**config.mk**
```make
export PLATFORM = sky130hd
export DESIGN_NAME = read_axis_framer
export DESIGN_NICKNAME = d
export VERILOG_FILES = /design/src/rtl/read_axis_framer.sv
export SDC_FILE = /design/constraint.sdc
export NUM_CORES = 1
export LEC_CHECK = 0
export BUFFER_PORTS_ARGS = -buffer_cell sky130_fd_sc_hd__clkbuf_2
export CAP_MARGIN = 25
export CORE_ASPECT_RATIO = 0.75
export CORE_UTILIZATION = 60
export DETAILED_ROUTE_END_ITERATION = 10
export PLACE_DENSITY = 0.79
export SYNTH_ARGS = -nofsm -noshare
export SYNTH_HDL_FRONTEND = slang
export SYNTH_SLANG_ARGS = --single-unit
```
**constraint.sdc**
```tcl
create_clock -name eim_clk -period 4.95 [get_ports eim_clk]
set_input_delay 0.7425 -clock eim_clk [delete_from_list [all_inputs] [get_ports eim_clk]]
set_output_delay 0.7425 -clock eim_clk [all_outputs]
set_load 0.01 [all_outputs]
```
**src/rtl/read_axis_framer.sv**
```systemverilog
// read_axis_framer
//   Pixel framing stage between the raw readout and the AXI-Stream output.
//   Counts column/line position of each accepted pixel, tags it with
//   start-of-frame (tuser) and end-of-line (tlast), buffers it in a small
//   FIFO and presents it on an AXI-Stream master port with backpressure.
//
// Ports
//   eim_clk, rst_n_eim          clock, async active-low reset
//   max_h_count, max_v_count    frame size, latched on an accepted frame_start
//   frame_start, frame_reset    arm a new frame / synchronous abort + flush
//   in_valid, in_data, in_ready pixel input handshake
//   m_axis_*                    AXI-Stream master (tdata/tvalid/tready/tlast/tuser)
//   h_count, v_count            write-side position of the next pixel
//   frame_active                frame accepting or draining
//   frame_done                  one-cycle pulse when the last pixel has left
//   fifo_level                  exact number of buffered entries
//   cfg_err, abort_err          sticky: bad frame size / abort during a frame
//
// state  | meaning
// -------+---------------------------------------------------------------
// IDLE   | no frame armed; input blocked; waits for frame_start
// ACTIVE | accepting pixels, counting h/v position
// DRAIN  | all pixels of the frame accepted; waiting for FIFO to empty

module read_axis_framer #(
    parameter int DATA_W     = 16,
    parameter int FIFO_DEPTH = 16,
    parameter int CNT_W      = 16
) (
    input  logic                          eim_clk,
    input  logic                          rst_n_eim,
    input  logic [CNT_W-1:0]              max_h_count,
    input  logic [CNT_W-1:0]              max_v_count,
    input  logic                          frame_start,
    input  logic                          frame_reset,
    input  logic                          in_valid,
    input  logic [DATA_W-1:0]             in_data,
    output logic                          in_ready,
    output logic [DATA_W-1:0]             m_axis_tdata,
    output logic                          m_axis_tvalid,
    input  logic                          m_axis_tready,
    output logic                          m_axis_tlast,
    output logic                          m_axis_tuser,
    output logic [CNT_W-1:0]              h_count,
    output logic [CNT_W-1:0]              v_count,
    output logic                          frame_active,
    output logic                          frame_done,
    output logic [$clog2(FIFO_DEPTH):0]   fifo_level,
    output logic                          cfg_err,
    output logic                          abort_err
);

    localparam int AW = $clog2(FIFO_DEPTH);
    localparam int EW = DATA_W + 2;

    typedef enum logic [1:0] {
        S_IDLE   = 2'd0,
        S_ACTIVE = 2'd1,
        S_DRAIN  = 2'd2
    } state_t;

    state_t           state;
    logic [EW-1:0]    mem [FIFO_DEPTH];
    logic [AW:0]      wr_ptr;
    logic [AW:0]      rd_ptr;
    logic [CNT_W-1:0] h_max_lat;
    logic [CNT_W-1:0] v_max_lat;
    logic             fifo_full;
    logic             fifo_empty;
    logic             push;
    logic             pop;
    logic             h_last;
    logic             v_last;
    logic             sof;
    logic [EW-1:0]    head;

    // Extra pointer MSB distinguishes full (MSBs differ) from empty (equal).
    assign fifo_empty = (wr_ptr == rd_ptr);
    assign fifo_full  = (wr_ptr[AW] != rd_ptr[AW]) &&
                        (wr_ptr[AW-1:0] == rd_ptr[AW-1:0]);
    assign fifo_level = wr_ptr - rd_ptr;

    assign in_ready      = (state == S_ACTIVE) && !fifo_full;
    assign push          = in_valid && in_ready;
    assign pop           = m_axis_tvalid && m_axis_tready;
    assign frame_active  = (state != S_IDLE);

    assign h_last = (h_count == h_max_lat - CNT_W'(1));
    assign v_last = (v_count == v_max_lat - CNT_W'(1));
    assign sof    = (h_count == '0) && (v_count == '0);

    // Output side depends only on pointers and storage. Fields are forced to
    // zero while empty so the port is clean out of reset without resetting
    // the storage array.
    assign head          = mem[rd_ptr[AW-1:0]];
    assign m_axis_tvalid = !fifo_empty;
    assign m_axis_tdata  = fifo_empty ? '0 : head[DATA_W-1:0];
    assign m_axis_tlast  = !fifo_empty && head[DATA_W];
    assign m_axis_tuser  = !fifo_empty && head[DATA_W+1];

    always_ff @(posedge eim_clk) begin
        if (push) begin
            mem[wr_ptr[AW-1:0]] <= {sof, h_last, in_data};
        end
    end

    always_ff @(posedge eim_clk or negedge rst_n_eim) begin
        if (!rst_n_eim) begin
            state      <= S_IDLE;
            wr_ptr     <= '0;
            rd_ptr     <= '0;
            h_count    <= '0;
            v_count    <= '0;
            h_max_lat  <= '0;
            v_max_lat  <= '0;
            frame_done <= 1'b0;
            cfg_err    <= 1'b0;
            abort_err  <= 1'b0;
        end else if (frame_reset) begin
            state      <= S_IDLE;
            wr_ptr     <= '0;
            rd_ptr     <= '0;
            h_count    <= '0;
            v_count    <= '0;
            frame_done <= 1'b0;
            if (state != S_IDLE) begin
                abort_err <= 1'b1;
            end
        end else begin
            frame_done <= 1'b0;
            if (push) begin
                wr_ptr <= wr_ptr + (AW+1)'(1);
            end
            if (pop) begin
                rd_ptr <= rd_ptr + (AW+1)'(1);
            end
            case (state)
                S_IDLE: begin
                    if (frame_start) begin
                        if ((max_h_count >= CNT_W'(2)) && (max_v_count != '0)) begin
                            h_max_lat <= max_h_count;
                            v_max_lat <= max_v_count;
                            h_count   <= '0;
                            v_count   <= '0;
                            cfg_err   <= 1'b0;
                            abort_err <= 1'b0;
                            state     <= S_ACTIVE;
                        end else begin
                            cfg_err <= 1'b1;
                        end
                    end
                end
                S_ACTIVE: begin
                    if (push) begin
                        if (h_last) begin
                            h_count <= '0;
                            if (v_last) begin
                                v_count <= '0;
                                state   <= S_DRAIN;
                            end else begin
                                v_count <= v_count + CNT_W'(1);
                            end
                        end else begin
                            h_count <= h_count + CNT_W'(1);
                        end
                    end
                end
                S_DRAIN: begin
                    // Done once the final buffered entry has been accepted.
                    if (fifo_empty || (pop && (fifo_level == (AW+1)'(1)))) begin
                        frame_done <= 1'b1;
                        state      <= S_IDLE;
                    end
                end
                default: state <= S_IDLE;
            endcase
        end
    end

endmodule
```
==> impl_table.tex, run 1 <==
\begin{tabular}{lr}
\hline
Metric & Value \\
\hline
\multicolumn{2}{l}{\textbf{Clock network}} \\
\quad Postcts setup bufs & 0 \\
\quad Post-CTS sizing & 0 \\
\quad Number of H-tree branching levels & 2 \\
\quad Largest buffer count on any clock path & 3 \\
\quad Number of clock buffers inserted by TritonCTS & 36 \\
\quad Clock network latency to the later pin of the worst-skew pair & 530 ps \\
\quad \# clock sinks & 367 \\
\quad Hold-fix buffer count after cts & 0 \\
\quad Clock slew at the register clock pins of the worst setup and hold paths & 60 ps \\
\quad CTS tree & done \\
\quad Buffer type at the clock tree root & sky130\_fd\_sc\_hd\_\_clkbuf\_16 \\
\multicolumn{2}{l}{\textbf{Synthesis}} \\
\quad Synthesized area & 16200 um2 \\
\quad Synthesized-area fraction occupied by ao, oa, aoi and oai cells & 4.01\% \\
\quad Share of the yosys chip area belonging to registers & 65.4\% \\
\quad Largest family of logic cells by synthesized area & multiplexers \\
\quad Synth Area in XOR/XNOR & 3.34\% \\
\quad Post-synthesis average cell area & 16.0 um2 \\
\quad Distinct cell type count after synthesis & 69 \\
\quad Instance count of the mapped netlist & 1017 \\
\quad Synthesized-area fraction occupied by and/or/nand/nor cells & 8.95\% \\
\quad EDFF count, synth & 288 \\
\quad Ys async rst share & 21.5\% \\
\quad Most instantiated flip-flop cell in the synthesis netlist & sky130\_fd\_sc\_hd\_\_edfxtp\_1 \\
\quad FF+latch count, synth & 367 \\
\quad Net count of the mapped netlist & 1087 \\
\quad Adder-Cell Fraction of Synth Area & 1.28\% \\
\quad Multiplexer fraction of the synthesized cell area & 14.9\% \\
\quad Number of warnings issued by yosys & 0 \\
\multicolumn{2}{l}{\textbf{Floorplan}} \\
\quad Overall die height & 144 um \\
\quad Core region area & 26300 um2 \\
\quad Standard-cell row count & 51 \\
\quad I/O pin count & 115 \\
\quad Chip width & 192 um \\
\quad Effective utilization at floorplan & 61.8\% \\
\quad Die Area & 27700 um2 \\
\multicolumn{2}{l}{\textbf{Timing}} \\
\quad Maximum clock rate & 233 MHz \\
\quad Time the final worst path needs with I/O delays and setup & 4300 ps \\
\quad Max Transition Viols Final & 0 \\
\quad Setup clock skew after layout & 25.2 ps \\
\quad Slew Limit Headroom & 29.4\% \\
\quad Setup tns final & 0 ps \\
\quad Crit share post-route & 86.9\% \\
\quad Final hold violations & 0 \\
\quad Setup repair after global routing missed its margin & no \\
\quad Final-report setup violation count & 0 \\
\quad Transition time at the pin with the least slew margin & 1050 ps \\
\multicolumn{2}{l}{\textbf{Power and ir drop}} \\
\quad Maximum vdd drop & 0.000342 V \\
\quad Power per cell area & 380 nW/um2 \\
\quad Leakage & 0.00650 uW \\
\multicolumn{2}{l}{\textbf{Placement}} \\
\quad Area after detailed placement & 17300 um2 \\
\quad Count of input and output buffers & 114 \\
\quad Routability Congestion & 0.920 \\
\quad Detailed-placement wirelength estimate & 23000 um \\
\multicolumn{2}{l}{\textbf{Layout}} \\
\quad Number of fill cells & 1684 \\
\quad Area grow syn2layout & 14.5\% \\
\quad Nets & 1215 \\
\quad Share of post-route cells with drive strength above 1 & 30.4\% \\
\quad Diodes inserted & 0 \\
\quad Area of all placed cells without fillers & 18600 um2 \\
\multicolumn{2}{l}{\textbf{Routing}} \\
\quad Detailed Route WL & 37700 um \\
\quad Drc violations & 0 \\
\quad Number of design-rule violations left by the first detailed-router iteration & 830 \\
\quad Detail-routed net length per standard cell & 24.9 um \\
\quad Per-cell via count in the routed design & 6.42 \\
\quad Number of nets with antenna violations after detailed routing & 0 \\
\quad Initial DRT Pass Iterations & 5 \\
\quad Via count & 9738 \\
\multicolumn{2}{l}{\textbf{Critical path}} \\
\quad Nature of the critical path endpoint & register \\
\quad Kind of start point of the critical path & register \\
\quad Worst reg2reg path depth & 9 \\
\quad Data arrival time of the critical path & 4670 ps \\
\quad Highest net fanout along the worst path & 20 \\
\quad Worst setup path class & reg -> reg \\
\quad WP data required & 5320 ps \\
\multicolumn{2}{l}{\textbf{Hold path}} \\
\quad Type of the most critical hold path & in -> async \\
\multicolumn{2}{l}{\textbf{Global routing}} \\
\quad Number of antenna violations at the first check in global routing & 0 \\
\quad Via count of the first global-routing pass & 9452 \\
\quad Maximum number of pins on one net before global-route repair & 76 \\
\quad Wire length of the first global-routing pass & 57200 um \\
\quad GRT Total Usage & 28.2\% \\
\quad Total grt overflow & 0 \\
\multicolumn{2}{l}{\textbf{Job}} \\
\quad Count of max-cap constraint violations & 0 \\
\multicolumn{2}{l}{\textbf{Status}} \\
\quad Run status & finished clean \\
\hline
\end{tabular}
## path summary, 6_finish.rpt
check,from,endpoint,slack [ps]
max,h_max_lat[2]$_DFFE_PN0P_,v_count[2]$_DFFE_PN0P_,650
min,rst_n_eim,h_max_lat[12]$_DFFE_PN0P_,210
max reg2reg,h_max_lat[2]$_DFFE_PN0P_,v_count[2]$_DFFE_PN0P_,650
min reg2reg,cfg_err$_DFFE_PN0P_,cfg_err$_DFFE_PN0P_,500
max in group asynchronous,rst_n_eim,rd_ptr[0]$_DFFE_PN0P_,3800
min in group eim_clk,max_v_count[3],v_max_lat[3]$_DFFE_PN0P_,470
## cell usage in the layout, fill, tap and decap left out, types with 4 or more instances in the layout
cell type                     n
sky130_fd_sc_hd__clkbuf_1     4
sky130_fd_sc_hd__edfxtp_1   288
sky130_fd_sc_hd__nand2_1     53
sky130_fd_sc_hd__bufinv_16    7
sky130_fd_sc_hd__nor2_1      48
sky130_fd_sc_hd__inv_1       28
sky130_fd_sc_hd__ha_1        15
sky130_fd_sc_hd__nand2b_1     7
sky130_fd_sc_hd__o211ai_1     8
sky130_fd_sc_hd__or4_1        7
sky130_fd_sc_hd__clkinv_2     8
sky130_fd_sc_hd__nor4_1      19
sky130_fd_sc_hd__o21ai_0      9
sky130_fd_sc_hd__nand3_1     22
sky130_fd_sc_hd__nor2b_1     21
sky130_fd_sc_hd__clkbuf_16   37
sky130_fd_sc_hd__and3_1       8
sky130_fd_sc_hd__a31oi_1     10
sky130_fd_sc_hd__nor3_2       4
sky130_fd_sc_hd__nor3b_1      4
sky130_fd_sc_hd__a22oi_1      4
sky130_fd_sc_hd__nand4_1     20
sky130_fd_sc_hd__a21oi_1     21
sky130_fd_sc_hd__and2_1       5
sky130_fd_sc_hd__nor3_1      17
sky130_fd_sc_hd__nor4b_1      7
sky130_fd_sc_hd__nor2_2      13
sky130_fd_sc_hd__xor2_1      25
sky130_fd_sc_hd__xnor2_1     37
sky130_fd_sc_hd__o31ai_1      6
sky130_fd_sc_hd__dfrtp_1     77
sky130_fd_sc_hd__mux2_2      32
sky130_fd_sc_hd__buf_4       31
sky130_fd_sc_hd__nand3b_1     4
sky130_fd_sc_hd__mux4_2      90
sky130_fd_sc_hd__clkbuf_2   113
sky130_fd_sc_hd__a21o_1       4
## flip-flops by register name, summed over array words and instances, names as in the netlist
register and cells:
h_max_lat 16, cfg_err 1, wr_ptr 5, frame_done 1
mem 288, abort_err 1, v_max_lat 16, v_count 16
state 2, h_count 16, rd_ptr 5
## cell families after synthesis
family | after synthesis
DFF | 367
and+or+nand+nor | 274
muxes | 125
AOI/OAI and AO/OA | 90
buffers and inverters | 83
xor gates and xnor gates | 62
adders and majority gates | 16
## worst max-delay path, stage by stage, from the launching register on
cell	delay [ps]
sky130_fd_sc_hd__dfrtp_1	460
sky130_fd_sc_hd__nor4_2	940
sky130_fd_sc_hd__nand2_1	250
sky130_fd_sc_hd__or4_1	540
sky130_fd_sc_hd__a2111oi_0	420
sky130_fd_sc_hd__o2111a_1	280
sky130_fd_sc_hd__buf_4	230
sky130_fd_sc_hd__or2_2	190
sky130_fd_sc_hd__and2_1	670
sky130_fd_sc_hd__o21ai_0	170
## routing by layer
metal	GRT usage, %	up-vias	share of wire [%]
met5	0	-	0
met4	7.10	0	2.0
met3	5.00	63	8.9
met2	43.0	473	47
met1	42.6	4957	42
li1	-	4245	-
## power breakdown
group | internal, uW | switching (uW)
clock | 1760 | 1170
sequential | 3390 | 97.1
combinational | 298 | 341
total | 5450 | 1610
## Yosys cell counts (all sizes together), types with 22 or more instances
| library cell | count | area share, % |
|---|---|---|
| edfxtp | 288 | 53 |
| mux4 | 90 | 12 |
| dfrtp | 79 | 12 |
| nor2 | 61 | 1.4 |
| nand2 | 53 | 1.2 |
| clkbuf | 40 | 0.95 |
| xnor2 | 37 | 2.0 |
| mux2 | 32 | 2.2 |
| inv | 28 | 0.65 |
| xor2 | 25 | 1.3 |
| nand3 | 22 | 0.68 |
## area by class of cell
type	count	area [um2]	area share, %
repair buffers	145	826	4.44
clock inverters	23	315	1.70
clock buffers	42	955	5.14
multi-input cells	567	5330	28.7
flip-flops and latches	367	10600	57.2
well taps	344	430	2.32
inverters	28	105	0.565
## through the flow
stage                     power, uW  cells  hold WS, ps  setup slack [ps]  util [%]
after floorplan                3970   1017          447              1070         -
final                          7060   1516          208               649      70.7
after global routing           7270   1516          251               346      70.7
after detailed placement       4180   1450          487               710      65.8
after CTS                      7090   1515          219               717      70.6
after global placement         4170   1449          482               812      65.7
(Power assumes the default switching activity.)
==> run 2, diff against run 1 <==
--- a/config.mk
+++ b/config.mk
@@ -8,9 +8,10 @@
 export BUFFER_PORTS_ARGS = -buffer_cell sky130_fd_sc_hd__clkbuf_2
 export CAP_MARGIN = 25
 export CORE_ASPECT_RATIO = 0.75
-export CORE_UTILIZATION = 60
+export CORE_UTILIZATION = 30
 export DETAILED_ROUTE_END_ITERATION = 10
-export PLACE_DENSITY = 0.79
+export SKIP_CTS_REPAIR_TIMING = 1
+export SLEW_MARGIN = 20
 export SYNTH_ARGS = -nofsm -noshare
 export SYNTH_HDL_FRONTEND = slang
 export SYNTH_SLANG_ARGS = --single-unit
==> impl_table.tex, run 2 (same netlist as run 1, synthesis figures left out) <==
\begin{tabular}{lr}
\hline
Metric & Value \\
\hline
\multicolumn{2}{l}{\textbf{Status}} \\
\quad Run status & finished clean \\
\multicolumn{2}{l}{\textbf{Critical path}} \\
\quad Highest cell delay on the worst timing path & 750 ps (-190 ps) \\
\quad Data arrival time of the critical path & 3170 ps (-1500 ps) \\
\quad Most used cell, CP & sky130\_fd\_sc\_hd\_\_mux4\_2 \\
\quad Kind of start point of the critical path & register \\
\quad Ordered list of cells on the worst path & buf\_12 > mux4\_2 > mux4\_2 > nor2b\_1 > clkbuf\_2 \\
\quad WP data required & 4210 ps (-1110 ps) \\
\quad Origin of the critical flop-to-flop path & h\_max\_lat[2]\$\_DFFE\_PN0P\_ \\
\quad Worst reg2reg path depth & 10 (+1) \\
\quad Critical R2R Capture & h\_count[2]\$\_DFFE\_PN0P\_ \\
\quad Nature of the critical path endpoint & output port \\
\quad Worst R2R Setup Slack & 1190 ps (+540 ps) \\
\quad Highest net fanout along the worst path & 52 (+160\%) \\
\quad Kind of cell with the highest combined delay on the critical path & multiplexers \\
\quad Slowest library cell on the worst path & sky130\_fd\_sc\_hd\_\_dfrtp\_4 \\
\quad Worst setup path class & reg -> out \\
\quad Buffers \& Inverters on Critical Path & 2 (+1) \\
\multicolumn{2}{l}{\textbf{Floorplan}} \\
\quad I/O pin count & 115 (unchanged) \\
\quad Core region area & 53200 um2 (+100\%) \\
\quad Overall die height & 203 um (+41\%) \\
\quad Effective utilization at floorplan & 30.5\% (-31 points) \\
\quad Standard-cell row count & 73 (+43\%) \\
\quad Chip width & 271 um (+41\%) \\
\quad Die Area & 55100 um2 (+99\%) \\
\multicolumn{2}{l}{\textbf{Timing}} \\
\quad Setup clock skew after layout & 17.4 ps (-7.76 ps) \\
\quad Final worst setup slack & 1030 ps (+385 ps) \\
\quad Time the final worst path needs with I/O delays and setup & 3920 ps (-385 ps) \\
\quad Max Transition Viols Final & 0 (unchanged) \\
\quad Maximum clock rate & 255 MHz (+9.8\%) \\
\quad Final hold violations & 0 (unchanged) \\
\quad Final-report setup violation count & 0 (unchanged) \\
\quad Transition time at the pin with the least slew margin & 1000 ps (-45.4 ps) \\
\quad Crit share post-route & 79.1\% (-7.8 points) \\
\quad Slew Limit Headroom & 33.0\% (+3.6 points) \\
\quad Setup tns final & 0 ps (unchanged) \\
\quad Setup repair after global routing missed its margin & no \\
\multicolumn{2}{l}{\textbf{Routing}} \\
\quad Initial DRT Pass Iterations & 4 (-1) \\
\quad Per-cell via count in the routed design & 4.99 (-22\%) \\
\quad Drc violations & 0 (unchanged) \\
\quad Number of nets with antenna violations after detailed routing & 0 (unchanged) \\
\quad Detail-routed net length per standard cell & 20.2 um (-19\%) \\
\quad Detailed Route WL & 38200 um (+1.3\%) \\
\quad Via count & 9440 (-3.1\%) \\
\quad Number of design-rule violations left by the first detailed-router iteration & 578 (-30\%) \\
\multicolumn{2}{l}{\textbf{Layout}} \\
\quad Most frequent cells in the layout & sky130\_fd\_sc\_hd\_\_edfxtp\_1 (288), sky130\_fd\_sc\_hd\_\_clkbuf\_2 (113), sky130\_fd\_sc\_hd\_\_mux4\_2 (90) \\
\quad Flip-flop count of the largest register, all copies and words added & 288 (unchanged) \\
\quad Nets & 1219 (+0.33\%) \\
\quad Share of post-route cells with drive strength above 1 & 29.8\% (-0.54 points) \\
\quad Area grow syn2layout & 17.3\% \\
\quad Most common cell after layout, fill and taps aside & sky130\_fd\_sc\_hd\_\_edfxtp\_1 \\
\quad Post-route core utilization & 35.8\% (-35 points) \\
\quad Diodes inserted & 0 (unchanged) \\
\multicolumn{2}{l}{\textbf{Power and ir drop}} \\
\quad Net Sw Frac & 23.1\% (+0.33 points) \\
\quad Internal power consumption & 5390 uW (-1.1\%) \\
\quad Maximum vdd drop & 0.000211 V (-38\%) \\
\quad Pwr Total & 7010 uW (-0.64\%) \\
\quad Power share of the combinational group & 9.0\% (about the same) \\
\quad Power per cell area & 368 nW/um2 (-3.0\%) \\
\quad Reg power frac & 50.0\% (+0.6 points) \\
\quad Switching Power & 1620 uW (+0.82\%) \\
\quad Share of power burned in the clock network & 41.1\% (-0.4 points) \\
\quad Leakage & 0.00649 uW (-0.17\%) \\
\multicolumn{2}{l}{\textbf{Placement}} \\
\quad Routability Congestion & 0.862 (-6.3\%) \\
\quad Count of input and output buffers & 114 (unchanged) \\
\quad Detailed-placement wirelength estimate & 24600 um (+7.0\%) \\
\quad Post-Place Setup Slack & 958 ps (+248 ps) \\
\multicolumn{2}{l}{\textbf{Clock network}} \\
\quad CTS tree & done \\
\quad Clock network latency to the later pin of the worst-skew pair & 540 ps (about the same) \\
\quad Largest buffer count on any clock path & 3 (unchanged) \\
\quad Number of clock buffers inserted by TritonCTS & 40 (+11\%) \\
\quad Buffer type at the clock tree root & sky130\_fd\_sc\_hd\_\_clkbuf\_16 \\
\quad Number of H-tree branching levels & 2 (unchanged) \\
\quad Clock slew at the register clock pins of the worst setup and hold paths & 60 ps (about the same) \\
\quad \# clock sinks & 367 (unchanged) \\
\multicolumn{2}{l}{\textbf{Global routing}} \\
\quad Wire length of the first global-routing pass & 58600 um (+2.4\%) \\
\quad Number of antenna violations at the first check in global routing & 3 (+3) \\
\quad Total grt overflow & 0 (unchanged) \\
\quad GRT Total Usage & 13.9\% (-14 points) \\
\quad Via count of the first global-routing pass & 9444 (-0.085\%) \\
\quad Maximum number of pins on one net before global-route repair & 53 (-30\%) \\
\multicolumn{2}{l}{\textbf{Job}} \\
\quad Count of max-cap constraint violations & 0 (unchanged) \\
\multicolumn{2}{l}{\textbf{Hold path}} \\
\quad Type of the most critical hold path & in -> async \\
\hline
\end{tabular}
## run 2: cell count changes in the layout (fill, tap and decap cells not counted), sizes merged
cell,change
bufinv,-3
clkbuf,+6
clkinv,+5
## run 2: cell type report
cell class	instances	area (um2)
fill	5002	34200
sequential	367	10600
multi-input combinational	567	5330
clock buffer	48	1030
tap	712	891
timing repair buffer	145	818
clock inverter	25	233
inverter	28	105
## run 2: layer usage
layer | routed length, um | up-vias | track usage (%) | part of all wire, %
met2 | 17400 | 246 | 21.2 | 46
met5 | 18 | - | 0 | 0.047
met4 | 637 | 4 | 3.55 | 1.7
met1 | 18000 | 4873 | 20.4 | 47
li1 | - | 4265 | - | -
met3 | 2150 | 52 | 2.59 | 5.6
## run 2: how the worst max path moves through the flow
| stage | from | end | slack (ps) | cells after the start |
|---|---|---|---|---|
| floorplan | rd_ptr[1]$_DFFE_PN0P_ | mem[3][0]$_DFFE_PP_ | 1070 | 9 |
| global placement | h_max_lat[2]$_DFFE_PN0P_ | h_count[15]$_DFFE_PN0P_ | 1030 | 10 |
| detailed placement | h_max_lat[2]$_DFFE_PN0P_ | h_count[9]$_DFFE_PN0P_ | 960 | 10 |
| CTS | rd_ptr[0]$_DFFE_PN0P_ | m_axis_tlast | 920 | 5 |
| global route | rd_ptr[0]$_DFFE_PN0P_ | m_axis_tlast | 830 | 5 |
| finish | rd_ptr[0]$_DFFE_PN0P_ | m_axis_tuser | 1030 | 5 |
## run 2: per-stage QoR
stage	cells	area [um2]	hold slack [ps]
4_1_cts	1891	19000	154
3_5_place_dp	1818	17800	485
2_1_floorplan	1017	16200	447
6_report	1892	19000	164
3_3_place_gp	1818	17800	481
5_1_grt	1892	19000	189
## run 2: power by group through the flow
stage          sequential, uW  combinational [uW]  clock [uW]
6_report                 3500                 628        2880
5_1_grt                  3520                 691        3080
4_1_cts                  3500                 636        2950
3_5_place_dp             3570                 635           0
3_3_place_gp             3560                 626           0
2_1_floorplan            3510                 467           0
